$ cat src/rtl/predictor_pkg.sv
// Shared definitions for the alpha-beta tracking predictor: phase-state encoding
// and default datapath width and gain shifts.
package predictor_pkg;

   localparam int DATA_W_DEF   = 16;
   localparam int ALPHA_SH_DEF = 1;
   localparam int BETA_SH_DEF  = 2;

   typedef enum logic [1:0] {
      WAIT_LATCH   = 2'd0,
      WAIT_UPDATE  = 2'd1,
      WAIT_PREDICT = 2'd2,
      WAIT_OUTPUT  = 2'd3
   } state_e;

endpackage : predictor_pkg

$ cat src/rtl/alpha_beta_predictor_sat_clamp.sv
// Clamps a signed value carrying two guard bits into the signed DATA_W range.
module sat_clamp #(
   parameter int DATA_W = 16
) (
   input  logic signed [DATA_W+1:0] din_i,
   output logic signed [DATA_W-1:0] dout_o
);

   logic [2:0] top_bits;

   assign top_bits = din_i[DATA_W+1:DATA_W-1];

   // NOTE: every path assigns dout_o, so this stays purely combinational (no latch).
   always_comb begin
      dout_o = din_i[DATA_W-1:0];
      if (top_bits != 3'b000 && top_bits != 3'b111) begin
         // Guard bits disagree with the result sign: out of range, pick the rail.
         dout_o = din_i[DATA_W+1] ? {1'b1, {(DATA_W-1){1'b0}}}
                                  : {1'b0, {(DATA_W-1){1'b1}}};
      end
   end

endmodule : sat_clamp

$ cat src/rtl/alpha_beta_predictor.sv
// Alpha-beta position/velocity tracker driven by four external phase strobes
// (latch, update, predict, output) with sequence checking.
module alpha_beta_predictor
   import predictor_pkg::*;
#(
   parameter int DATA_W   = DATA_W_DEF,
   parameter int ALPHA_SH = ALPHA_SH_DEF,
   parameter int BETA_SH  = BETA_SH_DEF
) (
   input  logic                     clock,
   input  logic                     reset,
   input  logic                     latch_trigger,
   input  logic                     update_trigger,
   input  logic                     predict_trigger,
   input  logic                     output_trigger,
   input  logic signed [DATA_W-1:0] measurement,
   output logic signed [DATA_W-1:0] prediction,
   output logic                     prediction_valid,
   output logic                     sequence_error
);

   state_e                   state_q;
   logic signed [DATA_W-1:0] meas_q, x_est_q, v_est_q, x_pred_q, v_pred_q, prediction_q;
   logic                     valid_q, error_q, rep_ok_q, first_q;

   logic signed [DATA_W-1:0] x_est_d, v_est_d, x_pred_d;
   logic signed [DATA_W:0]   resid, resid_a, resid_b;
   logic signed [DATA_W+1:0] x_upd_w, v_upd_w, x_prd_w;
   logic [3:0]               trig;
   logic                     multi_trig;

   assign trig       = {latch_trigger, update_trigger, predict_trigger, output_trigger};
   assign multi_trig = $countones(trig) > 1;

   // Residual carries one extra bit so meas - x_pred can never wrap.
   assign resid   = $signed({meas_q[DATA_W-1], meas_q}) - $signed({x_pred_q[DATA_W-1], x_pred_q});
   assign resid_a = resid >>> ALPHA_SH;
   assign resid_b = resid >>> BETA_SH;

   assign x_upd_w = $signed({{2{x_pred_q[DATA_W-1]}}, x_pred_q}) + $signed({resid_a[DATA_W], resid_a});
   assign v_upd_w = $signed({{2{v_pred_q[DATA_W-1]}}, v_pred_q}) + $signed({resid_b[DATA_W], resid_b});
   assign x_prd_w = $signed({{2{x_est_q[DATA_W-1]}}, x_est_q}) + $signed({{2{v_est_q[DATA_W-1]}}, v_est_q});

   sat_clamp #(.DATA_W(DATA_W)) u_sat_x_est  (.din_i(x_upd_w), .dout_o(x_est_d));
   sat_clamp #(.DATA_W(DATA_W)) u_sat_v_est  (.din_i(v_upd_w), .dout_o(v_est_d));
   sat_clamp #(.DATA_W(DATA_W)) u_sat_x_pred (.din_i(x_prd_w), .dout_o(x_pred_d));

   // NOTE: non-blocking assignments only, so every branch reads pre-edge register values.
   always_ff @(posedge clock) begin
      if (reset) begin
         state_q      <= WAIT_LATCH;
         meas_q       <= '0;
         x_est_q      <= '0;
         v_est_q      <= '0;
         x_pred_q     <= '0;
         v_pred_q     <= '0;
         prediction_q <= '0;
         valid_q      <= 1'b0;
         error_q      <= 1'b0;
         rep_ok_q     <= 1'b0;
         first_q      <= 1'b1;
      end else begin
         valid_q <= 1'b0;
         error_q <= 1'b0;
         if (multi_trig) begin
            error_q  <= 1'b1;
            rep_ok_q <= 1'b0;
            state_q  <= WAIT_LATCH;
         end else if (latch_trigger && state_q == WAIT_LATCH) begin
            meas_q  <= measurement;
            state_q <= WAIT_UPDATE;
         end else if (update_trigger && state_q == WAIT_UPDATE) begin
            if (first_q) begin
               x_est_q <= meas_q;
               v_est_q <= '0;
               first_q <= 1'b0;
            end else begin
               x_est_q <= x_est_d;
               v_est_q <= v_est_d;
            end
            state_q <= WAIT_PREDICT;
         end else if (predict_trigger && state_q == WAIT_PREDICT) begin
            x_pred_q <= x_pred_d;
            v_pred_q <= v_est_q;
            state_q  <= WAIT_OUTPUT;
         end else if (output_trigger && state_q == WAIT_OUTPUT) begin
            prediction_q <= x_pred_q;
            valid_q      <= 1'b1;
            rep_ok_q     <= 1'b1;
            state_q      <= WAIT_LATCH;
         end else if (output_trigger && state_q == WAIT_LATCH && rep_ok_q) begin
            valid_q  <= 1'b1;
            rep_ok_q <= 1'b0;
         end else if (|trig) begin
            error_q  <= 1'b1;
            rep_ok_q <= 1'b0;
            state_q  <= WAIT_LATCH;
         end
      end
   end

   assign prediction       = prediction_q;
   assign prediction_valid = valid_q;
   assign sequence_error   = error_q;

endmodule : alpha_beta_predictor

$ cat config.mk
export PLATFORM = sky130hd
export DESIGN_NAME = alpha_beta_predictor
export DESIGN_NICKNAME = d
export VERILOG_FILES = /design/src/rtl/predictor_pkg.sv /design/src/rtl/alpha_beta_predictor_sat_clamp.sv /design/src/rtl/alpha_beta_predictor.sv
export SDC_FILE = /design/constraint.sdc
export NUM_CORES = 1
export LEC_CHECK = 0
export ABC_AREA = 1
export BUFFER_PORTS_ARGS = -buffer_cell sky130_fd_sc_hd__clkbuf_2
export CORE_MARGIN = 3
export CORE_UTILIZATION = 40
export CTS_CLUSTER_SIZE = 24
export DETAILED_ROUTE_END_ITERATION = 6
export PLACE_DENSITY = 0.6
export SETUP_SLACK_MARGIN = 0.15
export SYNTH_ARGS = -nofsm -noshare
export SYNTH_HDL_FRONTEND = slang
export SYNTH_SLANG_ARGS = --single-unit
$ cat constraint.sdc
create_clock -name clock -period 4.1 [get_ports clock]
set_clock_uncertainty 0.05 [all_clocks]
set_input_delay 0.205 -clock clock [delete_from_list [all_inputs] [get_ports clock]]
set_output_delay 0.205 -clock clock [all_outputs]
set_load 0.05 [all_outputs]
==> results of run 1 <==
[worst register-to-register path: stages (launching register included)]
cell	delay [ns]
dfxtp_1	0.33
inv_1	0.13
nor2_4	0.06
fa_2	0.35
inv_1	0.07
nand3_1	0.08
nand2_2	0.12
a21oi_4	0.08
o21ai_2	0.20
xor2_1	0.43
ha_1	0.37
nand2_1	0.15
inv_1	0.05
a21oi_1	0.14
nand2_1	0.14
nand2_1	0.13
nand2_1	0.08
nand2_1	0.06
nand2_1	0.07
a21oi_2	0.18
buf_12	0.15
nand2_1	0.05
nand2_1	0.08
a21oi_1	0.06
[registers in the layout, indices dropped and copies added (netlist names), 2 cells and up]
signal      flops
v_est_q        16
v_pred_q       16
meas_q         16
x_est_q        16
state_q         2
x_pred_q       16
prediction     16
[placed cells by master (no fill, tap or decap), types with 3 or more instances in the layout]
cell type | Yosys | final
nand2_1 | 281 | 279
inv_1 | 122 | 120
nor2_1 | 120 | 118
dfxtp_1 | 102 | 101
a21oi_1 | 95 | 88
o21ai_0 | 88 | 84
ha_1 | 67 | 63
nand3_1 | 60 | 60
clkbuf_2 | 0 | 39
a21oi_2 | 25 | 31
buf_4 | 4 | 27
xor2_1 | 26 | 25
xnor2_1 | 21 | 21
nand2_2 | 14 | 14
nor3_1 | 10 | 10
clkbuf_16 | 0 | 9
inv_2 | 7 | 8
a21o_1 | 6 | 6
o21bai_1 | 5 | 5
o21ai_2 | 1 | 4
a31oi_1 | 4 | 4
nand3b_1 | 4 | 4
nor2_2 | 3 | 4
fa_1 | 5 | 4
nand2_4 | 0 | 3
ha_2 | 0 | 3
[final timing paths]
kind | startpoint | end | slack (ns) | cells past startpoint
max | x_pred_q[0]$_SDFFE_PP0P_ | x_est_q[2]$_SDFFE_PP0P_ | 0.38 | 23
min | measurement[0] | meas_q[0]$_SDFFE_PP0P_ | 0.01 | 3
max reg2reg | x_pred_q[0]$_SDFFE_PP0P_ | x_est_q[2]$_SDFFE_PP0P_ | 0.38 | 23
min reg2reg | x_est_q[7]$_SDFFE_PP0P_ | x_est_q[7]$_SDFFE_PP0P_ | 0.43 | 2
[metal layers]
metal	GRT usage [%]	up-vias	wire length, um
met4	7.654	0	476
met1	28.25	3142	10080
met5	0	-	0
met2	32.79	143	9101
met3	2.554	30	851
li1	-	3726	-
[stage by stage]
stage | hold WS, ns | instances | worst slack [ns] | util [%] | instance area, um2
after CTS | 0.01233 | 1395 | 0.2287 | 45.79 | 8309
after detailed placement | 0.3801 | 1378 | -0.1028 | 43.93 | 7971
final | 0.01422 | 1400 | 0.3784 | 46.66 | 8468
after floorplan | 0.2899 | 1119 | 0.6072 | - | 7455
after global placement | 0.3771 | 1378 | 0.03375 | 43.93 | 7971
after global routing | 0.02511 | 1400 | 0.09079 | 46.66 | 8468
[kinds of logic after synthesis]
group | share of synthesized area, %
DFF | 27.39
xor gates and xnor gates | 5.522
and+or+nand+nor | 27.78
AOI/OAI and AO/OA | 17.91
buffers and inverters | 8.812
adders and majority gates | 12.59
[final cells by class]
class | instances | area [um2]
Sequential cell | 102 | 2043
Clock inverter | 6 | 92.59
Multi-Input combinational cell | 856 | 4895
Fill cell | 1868 | 9679
Tap cell | 229 | 286.5
Inverter | 129 | 484.2
Timing Repair Buffer | 68 | 437.9
Clock buffer | 10 | 229.0
[repair_timing]
item | in CTS | in global routing
pin swaps | 1 | 8
cloned | 0 | 1
setup buffers | 1 | 4
gates resized for setup | 4 | 31
endpoints found under the setup margin | 31 | 31
[power groups by stage]
stage	Combinational (mW)	Clock (mW)	Sequential (mW)
after global placement	1.00	0	1.04
after CTS	1.02	0.976	1.02
after floorplan	0.744	0	1.04
after detailed placement	1.00	0	1.04
final	1.11	0.956	1.02
after global routing	1.24	1.01	1.02
==> flow_metrics.env, run 1 <==
export IMPL_status="finished clean"
export IMPL_synth_edf_count=0
export IMPL_die_h_um=142.5
export IMPL_critPathSlowestCell="xor2_1"
export IMPL_hp_class="in2reg"
export IMPL_path_class="reg2reg"
export IMPL_rsz0062_at_grt="no"
export IMPL_die_w_um=142.5
export IMPL_final_max_slew_viol_count=0
export IMPL_layout_drive_gt1_share_pct=14.01
export IMPL_hold_viol=0
export IMPL_track_usage_pct=20.48
export IMPL_yosysTopAreaCell="dfxtp_1"
export IMPL_via_per_inst=5.029
export IMPL_grt_pass1_wl_um=33580
export IMPL_fin_setup_tns_ns=0
export IMPL_syn_inst=1119
export IMPL_p_leak_nw=4.242
export IMPL_p_sw_share_pct=36.68
export IMPL_clock_latency_ns=0.36
export IMPL_tightest_slew_ns=1.014
export IMPL_internal_power_mw=1.953
export IMPL_yosys_top_cells_area="dfxtp_1 27%, nand2_1 14%, ha_1 11%"
export IMPL_dieArea_mm2=0.02031
export IMPL_peakVddDrop_v=0.0001714
export IMPL_path_cells="inv_1 -> nor2_4 -> fa_2 -> inv_1 -> nand3_1 -> nand2_2 -> a21oi_4 -> o21ai_2 -> xor2_1 -> ha_1 -> nand2_1 -> inv_1 -> a21oi_1 -> nand2_1 -> nand2_1 -> nand2_1 -> nand2_1 -> nand2_1 -> a21oi_2 -> buf_12 -> nand2_1 -> nand2_1 -> a21oi_1"
export IMPL_syn_nets=1213
export IMPL_fin_crit_sh_pct=90.77
export IMPL_cp_max_fo=11
export IMPL_synthesis_area_mm2=0.007455
export IMPL_ys_warnings_count=0
export IMPL_start_util_pct=41.08
export IMPL_clkPwrFrac_pct=31.0
export IMPL_ctsHoldBuffers=0
export IMPL_power_frac_seq_pct=33.2
export IMPL_p_per_area_mw_per_mm2=364.3
export IMPL_gr_total_overflow=0
export IMPL_core_region_area_mm2=0.01815
export IMPL_grt_max_degree=38
export IMPL_ant_nets=0
export IMPL_path_clk_slew_ns=0.08
export IMPL_power_switching_mw=1.132
export IMPL_end_kind="register"
export IMPL_synth_cell_types=40
export IMPL_tritoncts="yes"
export IMPL_yosysMostFrequentCell="nand2_1"
export IMPL_grt_pass1_vias=6758
export IMPL_drv_cap=0
export IMPL_finalWirelength_um=20510
export IMPL_synth_ff_type="dfxtp_1"
export IMPL_finalSetupViolCount=0
export IMPL_max_stage_delay_ns=0.43
export IMPL_nNetsFinal=1260
export IMPL_final_min_clock_period_ns=3.722
export IMPL_gp_congestion=0.9034
export IMPL_arrival_ns=3.90
export IMPL_cts_max_level=3
export IMPL_ys_ff_latch=102
export IMPL_yosysSeqAreaShare_pct=27.39
export IMPL_cts_buffers=9
export IMPL_antenna_cells=0
export IMPL_dp_hpwl_um=15630
export IMPL_critPathTopFamily="simple AND/OR/NAND/NOR gates"
export IMPL_total_power_mw=3.085
export IMPL_num_vias=7041
export IMPL_clock_sinks=102
export IMPL_syn_to_final_growth_pct=13.60
export IMPL_antenna_found_initial=0
export IMPL_synth_top_cell_area_share_pct=27.39
export IMPL_critPathRequiredTime_ns=4.28
export IMPL_synth_avg_cell_area_um2=6.662
export IMPL_rows=49
export IMPL_wl_per_cell_um=14.65
export IMPL_synthTopCellsByCount="281 x nand2_1, 122 x inv_1, 120 x nor2_1"
export IMPL_max_slew_margin_rel_pct=32.33
export IMPL_path_buf_inv=4
export IMPL_p_comb_share_pct=35.8
export IMPL_synthArstFlopShare_pct=0
export IMPL_drt_iter0_drc=461
export IMPL_dr_pass1_iters=5
export IMPL_start_kind="register"
export IMPL_cts_root_buf="clkbuf_16"
export IMPL_drc=0
export IMPL_ios=40
export IMPL_clockBufferDepth=2
export IMPL_fmax_ghz=0.2687
export IMPL_cp_common_cell="nand2_1"
export IMPL_port_buffers=39
(Power assumes the default switching activity.)
==> run 2: changes to the inputs <==
--- a/config.mk
+++ b/config.mk
@@ -7,12 +7,15 @@
 export LEC_CHECK = 0
 export ABC_AREA = 1
 export BUFFER_PORTS_ARGS = -buffer_cell sky130_fd_sc_hd__clkbuf_2
+export CELL_PAD_IN_SITES_DETAIL_PLACEMENT = 0
+export CELL_PAD_IN_SITES_GLOBAL_PLACEMENT = 2
 export CORE_MARGIN = 3
-export CORE_UTILIZATION = 40
+export CORE_UTILIZATION = 34
 export CTS_CLUSTER_SIZE = 24
 export DETAILED_ROUTE_END_ITERATION = 6
-export PLACE_DENSITY = 0.6
+export PLACE_DENSITY = 0.85
 export SETUP_SLACK_MARGIN = 0.15
 export SYNTH_ARGS = -nofsm -noshare
 export SYNTH_HDL_FRONTEND = slang
+export SYNTH_HIERARCHICAL = 1
 export SYNTH_SLANG_ARGS = --single-unit
==> run 2 against run 1 <==
Compared with the run above:
- non-clock buffer count rose by 10
- sequential share of layout area is 2.1 points lower
- largest power group unchanged
- routed wire length is 29% higher
- critical endpoint is now x_est_q[5]$_SDFFE_PP0P_
- area after synthesis increased by 7.8%
- count of clock-buffer cells in the layout stayed put
- worst setup slack improved by 0.025 ns
- clock power shrank 9.3%
- global-route usage about the same
- total power increased by 9.1%
- flip-flop and latch count stayed put
==> flow_metrics.env, run 2 <==
export IMPL_grt_pass1_wl_um=41750
export IMPL_synth_top_family_by_area="simple AND/OR/NAND/NOR gates"
export IMPL_synth_cell_types=32
export IMPL_antenna_cells=0
export IMPL_tritoncts="yes"
export IMPL_track_usage_pct=20.43
export IMPL_grt_pass1_vias=7586
export IMPL_grt_max_degree=36
export IMPL_wl_per_cell_um=15.71
export IMPL_ys_ff_latch=102
export IMPL_peakVddDrop_v=0.0001982
export IMPL_p_leak_nw=4.862
export IMPL_layout_drive_gt1_share_pct=13.51
export IMPL_tightest_slew_ns=0.7484
export IMPL_synthTopCellsByCount="486 x nand2_1, 160 x inv_1, 111 x a21oi_1"
export IMPL_antenna_found_initial=0
export IMPL_cts_max_level=3
export IMPL_fin_setup_tns_ns=0
export IMPL_die_w_um=159.8
export IMPL_rows=55
export IMPL_final_min_clock_period_ns=3.696
export IMPL_layout_commonest_cell="nand2_1"
export IMPL_end_kind="register"
export IMPL_core_region_area_mm2=0.02292
export IMPL_drc=0
export IMPL_syn_nets=1407
export IMPL_worst_slack_ns=0.4038
export IMPL_path_clk_slew_ns=0.07
export IMPL_mostFrequentLayoutCells="471 x nand2_1, 158 x inv_1, 108 x nor2_1"
export IMPL_clockBufferDepth=2
export IMPL_status="finished clean"
export IMPL_dr_pass1_iters=5
export IMPL_clock_latency_ns=0.35
export IMPL_arrival_ns=3.93
export IMPL_yosysMostFrequentCell="nand2_1"
export IMPL_die_h_um=159.8
export IMPL_dp_hpwl_um=21230
export IMPL_p_per_area_mw_per_mm2=362.1
export IMPL_start_util_pct=35.08
export IMPL_yosysTopAreaCell="dfxtp_1"
export IMPL_synth_mux_area_share_pct=0
export IMPL_cts_root_buf="clkbuf_16"
export IMPL_port_buffers=39
export IMPL_yosys_top_cells_area="dfxtp_1 25%, nand2_1 23%, ha_1 10%"
export IMPL_rsz0062_at_grt="yes"
export IMPL_yosys_area_share_simple_pct=35.91
export IMPL_synthArstFlopShare_pct=0
export IMPL_finalSetupViolCount=0
export IMPL_synthAdderAreaFrac_pct=11.36
export IMPL_synth_avg_cell_area_um2=6.113
export IMPL_synth_xor_area_share_pct=3.160
export IMPL_drv_cap=0
export IMPL_hp_class="in2reg"
export IMPL_synth_ff_type="dfxtp_1"
export IMPL_dieArea_mm2=0.02552
export IMPL_cts_buffers=9
export IMPL_path_class="reg2reg"
export IMPL_synth_compound_area_share_pct=13.18
export IMPL_cp_max_fo=7
export IMPL_nNetsFinal=1456
export IMPL_ys_warnings_count=6
export IMPL_synth_top_cell_area_share_pct=25.40
export IMPL_gr_total_overflow=0
export IMPL_final_max_slew_viol_count=0
export IMPL_dp_slack_ns=0.07005
export IMPL_drt_iter0_drc=553
export IMPL_syn_to_final_growth_pct=15.60
export IMPL_fin_crit_sh_pct=90.15
export IMPL_start_kind="register"
export IMPL_via_per_inst=4.775
export IMPL_gp_congestion=0.8857
export IMPL_num_vias=8032
export IMPL_hold_viol=0
export IMPL_synthesis_area_mm2=0.008039
export IMPL_clock_sinks=102
export IMPL_yosysSeqAreaShare_pct=25.40
export IMPL_fmax_ghz=0.2706
export IMPL_ant_nets=0
export IMPL_max_slew_margin_rel_pct=50.05
export IMPL_critPathRequiredTime_ns=4.33
export IMPL_syn_inst=1315
export IMPL_synth_edf_count=0
export IMPL_ios=40
export IMPL_finalWirelength_um=26420
## run 2: cell count changes after synthesis, moves of 5 or more
cell	delta
xnor2_1	-16
or2_2	+5
a21oi_1	+16
a21oi_2	-25
o21ai_1	+14
nor2_1	-11
buf_2	+7
inv_1	+38
nand2_1	+205
nand3_1	+14
a21o_1	-6
o21ai_0	-28
## run 2: critical path: stages (launching register included)
cell and delay (ns):
dfxtp_1 0.35, inv_1 0.09, fa_2 0.40, inv_1 0.06, nand2_1 0.05, nand2_1 0.10, nand2_2 0.10, o21bai_4 0.21
buf_12 0.13, xor2_4 0.21, ha_4 0.25, a21oi_2 0.15, nor2_1 0.06, nor2_1 0.12, nand2_2 0.10, nand2_1 0.09
nand2_1 0.05, nand2_1 0.10, nand2_4 0.13, o21bai_4 0.23, buf_4 0.15, nand2_1 0.05, nand2_1 0.05, nand2_1 0.10
nand2_1 0.07, a21oi_1 0.15
## run 2: layout make-up
cell class / instances / area, um2
clock inverters: 6 / 50.05
fillers: 2534 / 13620
repair buffers: 78 / 513.0
well taps: 313 / 391.6
flip-flops and latches: 102 / 2049
multi-input cells: 1009 / 5434
inverters: 164 / 615.6
clock buffers: 10 / 239.0
## run 2: cell families (layout without fill, tap and decap cells)
kind of cell | Yosys count | count (layout)
simple gates | 712 | 712
buf+inv | 205 | 258
compound gates | 197 | 198
flops | 102 | 102
fa+ha+maj | 70 | 70
xor+xnor | 29 | 29
## run 2: worst paths after layout
check | cells past startpoint | end | from | slack [ns]
worst max-delay path | 25 | x_est_q[5]$_SDFFE_PP0P_ | meas_q[1]$_SDFFE_PP0P_ | 0.40
worst min-delay path | 3 | meas_q[7]$_SDFFE_PP0P_ | measurement[7] | 0.06
worst max register to register | 25 | x_est_q[5]$_SDFFE_PP0P_ | meas_q[1]$_SDFFE_PP0P_ | 0.40
worst min register to register | 2 | x_est_q[15]$_SDFFE_PP0P_ | x_est_q[15]$_SDFFE_PP0P_ | 0.43
## run 2: report_power, final
group          switching [mW]  total, mW  internal, mW
Combinational           0.917       1.48         0.559
Sequential             0.0169       1.02          1.01
Clock                   0.427      0.867         0.440
## run 2: timing repair
action / in CTS / in global routing
cloned: 0 / 1
buffers inserted: 0 / 5
pin swaps: 0 / 5
gates resized for setup: 2 / 63
setup endpoints to repair: 15 / 30
hold buffers: 0 / 0
## run 2: routing by layer
metal	vias to the layer above	track usage (%)	share of wire (%)
li1	4241	-	-
met1	3632	29.06	49
met2	139	33.54	46
met3	20	1.971	3.5
met4	0	4.576	1.5
met5	-	0	0
## run 2: stage by stage
stage	area, um2	util [%]	power, mW	std cells	hold slack, ns
after floorplan	8039	-	2.001	1315	0.3193
after global placement	8626	37.64	2.334	1660	0.4044
after detailed placement	8626	37.64	2.319	1660	0.4166
after CTS	8926	38.95	3.191	1676	0.05332
after global routing	9293	40.55	3.601	1682	0.08203
final	9293	40.55	3.365	1682	0.05698
